<file path="src/rtl/btn_pkg.sv">
// rtl/btn_pkg.sv - shared button FSM state encoding and default timing constants
package btn_pkg;

    typedef enum logic [1:0] {
        RELEASED   = 2'd0,
        PRESS_PEND = 2'd1,
        PRESSED    = 2'd2,
        REL_PEND   = 2'd3
    } btn_state_e;

    localparam int DEFAULT_DEBOUNCE_CYCLES = 1_000_000;
    localparam int DEFAULT_LONG_CYCLES     = 50_000_000;
    localparam int DEFAULT_CNT_W           = 32;

endpackage

</file>
<file path="src/rtl/btn_debounce_fsm.sv">
// rtl/btn_debounce_fsm.sv - one button: 2-flop synchroniser, debounce FSM, press/release/long pulses
// Long-press tracking present only when BTN_LONG_PRESS_EN is defined.
module btn_debounce_fsm
    import btn_pkg::*;
#(
    parameter int DEBOUNCE_CYCLES = DEFAULT_DEBOUNCE_CYCLES,
    parameter int LONG_CYCLES     = DEFAULT_LONG_CYCLES,
    parameter int CNT_W           = DEFAULT_CNT_W
) (
    input  logic clk,
    input  logic rst,
    input  logic btn,
    output logic level,
    output logic press_pulse,
    output logic release_pulse,
    output logic long_pulse,
    output logic press_next
);

    localparam logic [1:0] S_RELEASED   = RELEASED;
    localparam logic [1:0] S_PRESS_PEND = PRESS_PEND;
    localparam logic [1:0] S_PRESSED    = PRESSED;
    localparam logic [1:0] S_REL_PEND   = REL_PEND;

    localparam logic [CNT_W-1:0] DEB_LAST = CNT_W'(DEBOUNCE_CYCLES - 1);

    logic             s1;
    logic             s2;
    logic [1:0]       state;
    logic [CNT_W-1:0] cnt;

`ifdef BTN_LONG_PRESS_EN
    localparam logic [CNT_W-1:0] LONG_LAST = CNT_W'(LONG_CYCLES - 1);
    logic long_done;
`else
    logic unused_long_cfg;
    assign unused_long_cfg = ^LONG_CYCLES;
    assign long_pulse      = 1'b0;
`endif

    // Lets the top register chord in the same cycle the press pulse appears.
    assign press_next = !rst && (state == S_PRESS_PEND) && s2 && (cnt == DEB_LAST);

    always_ff @(posedge clk) begin
        if (rst) begin
            s1            <= 1'b0;
            s2            <= 1'b0;
            state         <= S_RELEASED;
            cnt           <= '0;
            level         <= 1'b0;
            press_pulse   <= 1'b0;
            release_pulse <= 1'b0;
`ifdef BTN_LONG_PRESS_EN
            long_done     <= 1'b0;
            long_pulse    <= 1'b0;
`endif
        end else begin
            s1            <= btn;
            s2            <= s1;
            press_pulse   <= 1'b0;
            release_pulse <= 1'b0;
`ifdef BTN_LONG_PRESS_EN
            long_pulse    <= 1'b0;
`endif
            case (state)
                S_RELEASED: begin
                    if (s2) begin
                        state <= S_PRESS_PEND;
                        cnt   <= '0;
                    end
                end
                S_PRESS_PEND: begin
                    if (!s2) begin
                        state <= S_RELEASED;
                    end else if (cnt == DEB_LAST) begin
                        state       <= S_PRESSED;
                        press_pulse <= 1'b1;
                        level       <= 1'b1;
                        cnt         <= '0;
`ifdef BTN_LONG_PRESS_EN
                        long_done   <= 1'b0;
`endif
                    end else begin
                        cnt <= cnt + 1'b1;
                    end
                end
                S_PRESSED: begin
                    if (!s2) begin
                        state <= S_REL_PEND;
                        cnt   <= '0;
                    end
`ifdef BTN_LONG_PRESS_EN
                    // Counter freezes once the long event has fired for this hold.
                    else if (!long_done) begin
                        if (cnt == LONG_LAST) begin
                            long_pulse <= 1'b1;
                            long_done  <= 1'b1;
                        end else begin
                            cnt <= cnt + 1'b1;
                        end
                    end
`endif
                end
                S_REL_PEND: begin
                    if (s2) begin
                        state <= S_PRESSED;
                        cnt   <= '0;
                    end else if (cnt == DEB_LAST) begin
                        state         <= S_RELEASED;
                        release_pulse <= 1'b1;
                        level         <= 1'b0;
                    end else begin
                        cnt <= cnt + 1'b1;
                    end
                end
                default: begin
                    state <= S_RELEASED;
                    cnt   <= '0;
                end
            endcase
        end
    end

endmodule

</file>
<file path="src/rtl/button_event_decoder.sv">
// rtl/button_event_decoder.sv - two debounced buttons plus registered chord detection
// Long-press outputs active only when BTN_LONG_PRESS_EN is defined.
module button_event_decoder
    import btn_pkg::*;
#(
    parameter int DEBOUNCE_CYCLES = DEFAULT_DEBOUNCE_CYCLES,
    parameter int LONG_CYCLES     = DEFAULT_LONG_CYCLES,
    parameter int CNT_W           = DEFAULT_CNT_W
) (
    input  logic clk,
    input  logic rst,
    input  logic btn1,
    input  logic btn2,
    output logic btn1_level,
    output logic btn2_level,
    output logic btn1_press,
    output logic btn2_press,
    output logic btn1_release,
    output logic btn2_release,
    output logic btn1_long,
    output logic btn2_long,
    output logic chord
);

    logic btn1_press_next;
    logic btn2_press_next;

    btn_debounce_fsm #(
        .DEBOUNCE_CYCLES (DEBOUNCE_CYCLES),
        .LONG_CYCLES     (LONG_CYCLES),
        .CNT_W           (CNT_W)
    ) u_btn1 (
        .clk           (clk),
        .rst           (rst),
        .btn           (btn1),
        .level         (btn1_level),
        .press_pulse   (btn1_press),
        .release_pulse (btn1_release),
        .long_pulse    (btn1_long),
        .press_next    (btn1_press_next)
    );

    btn_debounce_fsm #(
        .DEBOUNCE_CYCLES (DEBOUNCE_CYCLES),
        .LONG_CYCLES     (LONG_CYCLES),
        .CNT_W           (CNT_W)
    ) u_btn2 (
        .clk           (clk),
        .rst           (rst),
        .btn           (btn2),
        .level         (btn2_level),
        .press_pulse   (btn2_press),
        .release_pulse (btn2_release),
        .long_pulse    (btn2_long),
        .press_next    (btn2_press_next)
    );

    // A press landing while the other button is held, or both landing together.
    always_ff @(posedge clk) begin
        if (rst) begin
            chord <= 1'b0;
        end else begin
            chord <= (btn1_press_next && (btn2_level || btn2_press_next))
                  || (btn2_press_next && btn1_level);
        end
    end

endmodule

</file>
<file path="config.mk">
export PLATFORM = sky130hd
export DESIGN_NAME = button_event_decoder
export DESIGN_NICKNAME = d
export VERILOG_FILES = /design/src/rtl/btn_pkg.sv /design/src/rtl/btn_debounce_fsm.sv /design/src/rtl/button_event_decoder.sv
export SDC_FILE = /design/constraint.sdc
export NUM_CORES = 1
export LEC_CHECK = 0
export CAP_MARGIN = 25
export CORE_MARGIN = 1
export CORE_UTILIZATION = 40
export CTS_CLUSTER_DIAMETER = 150
export DETAILED_ROUTE_END_ITERATION = 16
export SLEW_MARGIN = 10
export SYNTH_ARGS = -nofsm -noshare
export SYNTH_HDL_FRONTEND = slang
export SYNTH_SLANG_ARGS = --single-unit
</file>
<file path="constraint.sdc">
create_clock -name clk -period 4.1 [get_ports clk]
set_input_delay 0.82 -clock clk [delete_from_list [all_inputs] [get_ports clk]]
set_output_delay 0.82 -clock clk [all_outputs]
set_load 0.02 [all_outputs]
</file>
==> results of run 1 <==
## cell type report
cell class / count / area share (%)
Clock buffer: 12 / 3.37
Multi-Input combinational cell: 383 / 52.0
Tap cell: 133 / 3.61
Clock inverter: 4 / 1.66
Sequential cell: 79 / 34.3
Inverter: 22 / 1.79
Timing Repair Buffer: 17 / 3.26
## path summary, 6_finish.rpt
kind                                     from             end  cells past startpoint  slack (ps)
worst max-delay path            u_btn1.cnt[6]  u_btn1.cnt[29]                      5        1480
worst max register to register  u_btn1.cnt[6]  u_btn1.cnt[29]                      5        1480
worst min-delay path                u_btn1.s1       u_btn1.s2                      1         440
worst min register to register      u_btn1.s1       u_btn1.s2                      1         440
## worst max-delay path, stage by stage, from the launching register on
cell,delay (ps)
dfxtp_1,490
nand4_2,170
or4_1,730
or4_1,610
or4_1,410
a21oi_1,140
## kinds of logic (layout without fill, tap and decap cells)
group / after synthesis / after routing / synth area share [%]
compound gates: 117 / 117 / 17.6
flops: 79 / 79 / 37.8
fa+ha+maj: 2 / 2 / 0.597
xor+xnor: 23 / 23 / 4.81
simple gates: 236 / 236 / 33.3
buf+inv: 54 / 55 / 5.20
mux: 3 / 3 / 0.717
other cells: 1 / 2 / 0.0895
## power by group through the flow
stage	registers [mW]	logic (mW)	clock network (mW)
3_3_place_gp	0.798	0.0502	0
3_5_place_dp	0.798	0.0510	0
2_1_floorplan	0.797	0.0330	0
6_report	0.780	0.0507	0.669
4_1_cts	0.780	0.0511	0.691
5_1_grt	0.781	0.0558	0.727
## routing by layer
layer	vias up	track usage, %	share of wire (%)
met5	-	0	0
met3	9	5.33	3.3
met2	47	28.2	45
met1	1829	26.4	51
li1	1948	-	-
met4	0	6.12	1.1
## flip-flops by register name (all words and copies together), names as in the netlist, named ones only
name / cells
u_btn2.press_pulse: 1
u_btn1.s2: 1
u_btn1.release_pulse: 1
chord: 1
u_btn1.press_pulse: 1
u_btn2.release_pulse: 1
u_btn2.s2: 1
u_btn2.cnt: 32
u_btn1.level: 1
u_btn1.state: 1
u_btn1.s1: 1
u_btn2.state: 1
u_btn2.level: 1
u_btn1.cnt: 32
u_btn2.s1: 1
## cells in the mapped netlist (14+ instances only)
cell type	count
a21oi_1	35
and4_1	17
clkbuf_1	22
dfxtp_1	79
inv_1	22
nand2_1	25
nand3_1	27
nand4_1	24
nor2_1	36
nor3_1	16
nor4_1	18
o211ai_1	14
o21ai_0	26
o31ai_1	16
or3_1	17
or4_1	19
xor2_1	16
## per-stage QoR
stage / hold slack (ps) / cells / total power, mW
2_1_floorplan: 414 / 516 / 0.830
3_3_place_gp: 419 / 632 / 0.848
3_5_place_dp: 423 / 634 / 0.849
4_1_cts: 438 / 650 / 1.52
5_1_grt: 461 / 650 / 1.56
6_report: 439 / 650 / 1.50
==> impl_metrics.yaml, run 1 <==
flow_run:
  drv_cap: 0
worst_setup_path:
  cp_max_fo: 12
  worstSetupPathType: "register to register"
  crit_arrival_ps: 2910
  crit_required_ps: 4400
  setup.worst_path.end_class: "register"
  critPathLaunchType: "register"
logic_synthesis:
  seq_area_frac_synth_pct: 37.8
  synthArstFlopShare_pct: 0
  yosysWarnings: 0
  synth.cell_area_sq_mm: 0.00419
  synth.distinct_cells: 51
  yosys.area.top_type: "dfxtp_1"
  synth_top_area_share_pct: 37.8
  synth_area_leaders: "dfxtp_1 38%, a21oi_1 4.2%, nand4_1 3.6%"
  synthFlopType: "dfxtp_1"
  synth_edf_count: 0
  postSynthCellCount: 515
  syn_avg_cell_area_sq_um: 8.13
  ys_ff_latch: 79
finish:
  n_fill_cell: 995
  final_cell_mix: "79 x dfxtp_1, 36 x nor2_1, 35 x a21oi_1"
  drive_gt1_share_pct: 5.42
  final_common_cell: "dfxtp_1"
  multi_input_area_sq_mm: 0.00239
  fin_area_sq_mm: 0.00461
  nets: 518
  regArea_sq_mm: 0.00158
  fin_util_pct: 46.3
  antenna_cells: 0
  area_growth_pct: 9.95
clocking:
  cts.sinks: 79
  cts_setup_buffers: 0
  htreeDepth: 3
  cts_tree: "done"
  hold_buffers: 0
  cts_root_buffer: "clkbuf_8"
  clkTransAtPathRegs_ps: 80
  cts_buffer_depth: 2
  cts_inserted_buffers: 9
  clkLatencyLatePin_ps: 370
  cts_resized: 0
pwr:
  peakVddDrop_uv: 295
  p_sw_uw: 332
  power_frac_seq_pct: 52.0
  p_leak_nw: 1.41
  power.density_mw_per_mm2: 326
  internal_power_mw: 1.17
  p_sw_share_pct: 22.1
  combPwrFrac_pct: 3.4
  p_clk_share_pct: 44.6
route:
  drtAntennaViolNets: 0
  drc_errors: 0
  routed_wl_microns: 9710
  vias_per_cell: 5.90
  dr.pass1.iters: 4
  vias: 3833
  wire_per_inst_microns: 14.9
  drt_iter0_markers: 207
timing:
  slew-limit-headroom_pct: 33.2
  timing.fmax_ghz: 0.382
  clock_skew_ps: 13.6
  fin_tns_setup_ps: 0
  finalHoldViolCount: 0
  timing.final.ws_setup_ps: 1480
  rsz0062_at_grt: "false"
  maxSlewViolCount: 0
  finalCritPeriodShare_pct: 63.9
  period_needed_ps: 2620
  tightest_slew_ps: 999
  setup_violations: 0
global_routing:
  grt_pass1_vias: 3439
  grtUsageTotal_pct: 19.0
  grt_overflow: 0
  grt_pass1_wl_microns: 16800
  antenna_found_initial: 0
  grt_max_degree: 35
floorplan:
  core_sq_mm: 0.00995
  io-pin-count: 13
  die_w_microns: 104
  rows: 36
  initial_core_util_pct: 42.1
  die_h_microns: 104
  die-area_sq_mm: 0.0109
place:
  placed_area_sq_mm: 0.00437
  post-place-ws_ps: 1330
  place_congestion: 0.789
  hpwl_microns: 6670
  numPortBuffers: 10
hold_path:
  hold_path_class: "register to register"
run_status:
  outcome: "finished, final reports clean"
Power figures use the tool's default switching activity.
==> run 2: changes to the inputs <==
==> constraint.sdc (replaced) <==
create_clock -name clk -period 2.4 [get_ports clk]
set_input_delay 0.48 -clock clk [delete_from_list [all_inputs] [get_ports clk]]
set_output_delay 0.48 -clock clk [all_outputs]
set_load 0.02 [all_outputs]
==> impl_metrics.yaml, run 2 (synthesis gave the netlist of run 1 again) <==
route:
  drc_errors: 0
  wire_per_inst_microns: 15.2
  vias: 3987
  dr.pass1.iters: 5
  drt_iter0_markers: 192
  drtAntennaViolNets: 0
  vias_per_cell: 5.85
  routed_wl_microns: 10400
worst_setup_path:
  cp_slowest_cell: "or4_1"
  cp_max_fo: 4
  setup.worst_path.end_class: "register"
  worstSetupPathType: "register to register"
  crit_arrival_ps: 2590
  crit_required_ps: 2700
  critPathLaunchType: "register"
  path_common_cell: "or4_1"
  cp_cell_sequence: "nand4_2 -> or4_1 -> or4_1 -> or4_1 -> a21oi_1"
  max_stage_delay_ps: 560
  crit_family: "simple AND/OR/NAND/NOR gates"
  path_buf_inv: 0
global_routing:
  grtUsageTotal_pct: 19.7
  grt_pass1_vias: 3683
  use_met3_pct: 5.08
  grt_pass1_wl_microns: 17400
  grt_max_degree: 21
  busiest_layer: "met2"
  met2_usage_pct: 32.2
  grt_overflow: 0
  antenna_found_initial: 0
  grt_use_met1_pct: 25.0
pwr:
  p_sw_uw: 609
  p_clk_share_pct: 42.2
  combPwrFrac_pct: 4.3
  p_leak_nw: 1.57
  peakVddDrop_uv: 313
  power.density_mw_per_mm2: 512
  power_frac_seq_pct: 53.5
  p_sw_share_pct: 24.5
  internal_power_mw: 1.88
floorplan:
  core_sq_mm: 0.00995
  rows: 36
  die_w_microns: 104
  die_h_microns: 104
  initial_core_util_pct: 42.1
  die-area_sq_mm: 0.0109
  io-pin-count: 13
finish:
  drive_gt1_share_pct: 12.0
  nets: 549
  area_growth_pct: 15.9
  final_common_cell: "dfxtp_1"
  top_regs: "u_btn1.cnt: 32 flops, u_btn2.cnt: 32 flops"
  fin_area_sq_mm: 0.00485
  final_cell_mix: "75 x dfxtp_1, 36 x nor2_1, 36 x buf_4"
  n_fill_cell: 965
  antenna_cells: 0
place:
  placed_area_sq_mm: 0.00463
  numPortBuffers: 10
  post-place-ws_ps: 100
  hpwl_microns: 7390
  place_congestion: 0.810
hold_path:
  hold_path_class: "register to register"
clocking:
  cts.sinks: 79
  cts_buffer_depth: 2
  htreeDepth: 3
  cts_inserted_buffers: 9
  cts_root_buffer: "clkbuf_8"
  cts_tree: "done"
  clkTransAtPathRegs_ps: 80
  clkLatencyLatePin_ps: 370
flow_run:
  drv_cap: 0
timing:
  timing.fmax_ghz: 0.436
  setup_violations: 0
  rsz0062_at_grt: "false"
  maxSlewViolCount: 0
  slew-limit-headroom_pct: 61.3
  finalHoldViolCount: 0
  finalCritPeriodShare_pct: 95.5
  clock_skew_ps: 11.7
  tightest_slew_ps: 581
  fin_tns_setup_ps: 0
  timing.final.ws_setup_ps: 109
  period_needed_ps: 2290
run_status:
  outcome: "finished, final reports clean"
-- run 2: stage by stage --
stage | util, % | hold WS, ps | instances | power [mW]
final | 48.8 | 442 | 681 | 2.48
after global routing | 48.8 | 459 | 681 | 2.57
after floorplan | - | 414 | 516 | 1.42
after global placement | 46.6 | 417 | 665 | 1.46
after CTS | 48.6 | 449 | 681 | 2.51
after detailed placement | 46.6 | 427 | 665 | 1.47
-- run 2: worst reg2reg max path: stages, from the launching register on --
cell,delay (ps)
dfxtp_1,410
nand4_2,160
or4_1,550
or4_1,560
or4_1,410
a21oi_1,150
-- run 2: worst paths after layout --
| check | from | endpoint | slack (ps) | cells past startpoint |
|---|---|---|---|---|
| worst min-delay path | u_btn1.s1 | u_btn1.s2 | 440 | 1 |
| worst max register to register | u_btn1.cnt[8] | u_btn1.cnt[29] | 110 | 5 |
| worst max-delay path | u_btn1.cnt[8] | u_btn1.cnt[29] | 110 | 5 |
| worst min register to register | u_btn1.s1 | u_btn1.s2 | 440 | 1 |
-- run 2: what timing repair did --
action,in CTS,in global routing
gates resized for setup,0,6
setup endpoints to repair,0,25
hold buffers,0,0
setup buffers,0,0
-- run 2: layout make-up --
cell class	instances	area, sq um	area share, %
Multi-Input combinational cell	383	2400	49.5
Sequential cell	79	1590	32.7
Tap cell	133	166	3.43
Clock inverter	6	67.6	1.39
Clock buffer	10	138	2.84
Inverter	22	82.6	1.70
Timing Repair Buffer	48	410	8.45
-- run 2: per-layer routing --
layer | up-vias | wire (microns)
li1 | 2009 | -
met1 | 1890 | 4830
met2 | 75 | 4970
met3 | 13 | 422
met4 | 0 | 151
met5 | - | 0
-- run 2: power groups by stage --
stage	combinational [mW]	sequential, mW	clock, mW
6_report	0.107	1.33	1.05
5_1_grt	0.116	1.33	1.12
4_1_cts	0.106	1.33	1.07
2_1_floorplan	0.0564	1.36	0
3_5_place_dp	0.106	1.36	0
3_3_place_gp	0.104	1.36	0
==> run 3: changes to the inputs <==
--- a/config.mk
+++ b/config.mk
@@ -7,7 +7,7 @@
 export LEC_CHECK = 0
 export CAP_MARGIN = 25
 export CORE_MARGIN = 1
-export CORE_UTILIZATION = 40
+export CORE_UTILIZATION = 45
 export CTS_CLUSTER_DIAMETER = 150
 export DETAILED_ROUTE_END_ITERATION = 16
 export SLEW_MARGIN = 10
==> impl_metrics.yaml, run 3 (synthesis gave the netlist of run 1 again) <==
finish:
  final_common_cell: "dfxtp_1"
  final_cell_mix: "78 x dfxtp_1, 36 x nor2_1, 35 x a21oi_1"
  nets: 544
  antenna_cells: 0
  area_growth_pct: 13.2
  fin_area_sq_mm: 0.00474
  drive_gt1_share_pct: 10.3
  top_regs: "u_btn1.cnt: 32 flops, u_btn2.cnt: 32 flops"
worst_setup_path:
  setup.worst_path.end_class: "register"
  cp_max_fo: 6
  max_stage_delay_ps: 570
  path_buf_inv: 0
  worstSetupPathType: "register to register"
  path_common_cell: "or4_1"
  cp_slowest_cell: "or4_1"
  crit_family: "simple AND/OR/NAND/NOR gates"
  critPathLaunchType: "register"
  cp.depth: 5
  crit_required_ps: 2680
  crit_arrival_ps: 2600
  r2r_cells: 5
  cp_cell_sequence: "nand4_2 -> or4_1 -> or4_1 -> or4_1 -> a21oi_1"
route:
  vias: 3887
  drtAntennaViolNets: 0
  dr.pass1.iters: 4
  drc_errors: 0
  drt_iter0_markers: 214
  routed_wl_microns: 10100
  vias_per_cell: 5.98
  wire_per_inst_microns: 15.5
timing:
  tightest_slew_ps: 680
  timing.fmax_ghz: 0.431
  rsz0062_at_grt: "false"
  clock_skew_ps: 11.2
  finalCritPeriodShare_pct: 96.6
  whs_ps: 443
  period_needed_ps: 2320
  setup_violations: 0
  fin_tns_setup_ps: 0
  slew-limit-headroom_pct: 54.4
  finalHoldViolCount: 0
  maxSlewViolCount: 0
pwr:
  p_clk_share_pct: 40.1
  internal_power_mw: 1.83
  power.density_mw_per_mm2: 504
  power_frac_seq_pct: 55.7
  p_sw_uw: 560
  peakVddDrop_uv: 221
  combPwrFrac_pct: 4.2
  power_mw: 2.39
  p_leak_nw: 1.53
  p_sw_share_pct: 23.4
floorplan:
  io-pin-count: 13
  die-area_sq_mm: 0.00970
  die_h_microns: 98.5
  initial_core_util_pct: 47.3
  die_w_microns: 98.5
  rows: 34
  core_sq_mm: 0.00885
clocking:
  clkTransAtPathRegs_ps: 80
  clkLatencyLatePin_ps: 350
  cts_tree: "done"
  cts_inserted_buffers: 9
  cts.sinks: 79
  htreeDepth: 3
  cts_setup_buffers: 0
  cts_resized: 0
  cts_buffer_depth: 2
  hold_buffers: 0
  cts_root_buffer: "clkbuf_8"
flow_run:
  drv_cap: 0
place:
  numPortBuffers: 10
  place_congestion: 0.839
  hpwl_microns: 7130
  placed_area_sq_mm: 0.00455
global_routing:
  grt_overflow: 0
  grt_pass1_wl_microns: 17300
  grt_pass1_vias: 3633
  grt_max_degree: 32
  grtUsageTotal_pct: 22.1
  antenna_found_initial: 0
hold_path:
  hold_path_class: "register to register"
  hold_depth: 1
run_status:
  outcome: "finished, final reports clean"
==> run 3: power by group through the flow <==
stage / combinational, mW / clock, mW / sequential (mW)
floorplan: 0.0564 / 0 / 1.36
global placement: 0.100 / 0 / 1.36
detailed placement: 0.101 / 0 / 1.36
CTS: 0.101 / 0.995 / 1.33
global route: 0.110 / 1.04 / 1.33
finish: 0.101 / 0.960 / 1.33
==> run 3: metal layers <==
metal	track usage (%)	vias to the layer above	wire length [microns]	share of wire (%)
met4	8.61	0	195	1.9
met5	0	-	0	0
met1	27.6	1814	4760	47
met3	4.47	17	258	2.6
li1	-	1992	-	-
met2	37.4	64	4860	48
==> run 3: final timing paths <==
kind,start,end,slack [ps]
hold reg to reg,u_btn1.s1,u_btn1.s2,440
hold / removal,u_btn1.s1,u_btn1.s2,440
setup / recovery,u_btn1.cnt[7],u_btn1.cnt[29],80
setup reg to reg,u_btn1.cnt[7],u_btn1.cnt[29],80
==> run 3: final cells by class <==
type / instances / area, sq um
clock buffers: 9 / 124
well taps: 108 / 135
multi-input cells: 383 / 2390
inverters: 22 / 82.6
repair buffers: 43 / 360
fillers: 843 / 4110
clock inverters: 6 / 62.6
flip-flops and latches: 79 / 1580
==> run 3: metrics by stage <==
step | utilization [%] | cells | setup slack, ps
floorplan | - | 516 | 182
global placement | 51.5 | 635 | 162
detailed placement | 51.5 | 635 | 90.0
CTS | 53.6 | 650 | 70.7
global route | 53.6 | 650 | 2.06
finish | 53.6 | 650 | 81.1
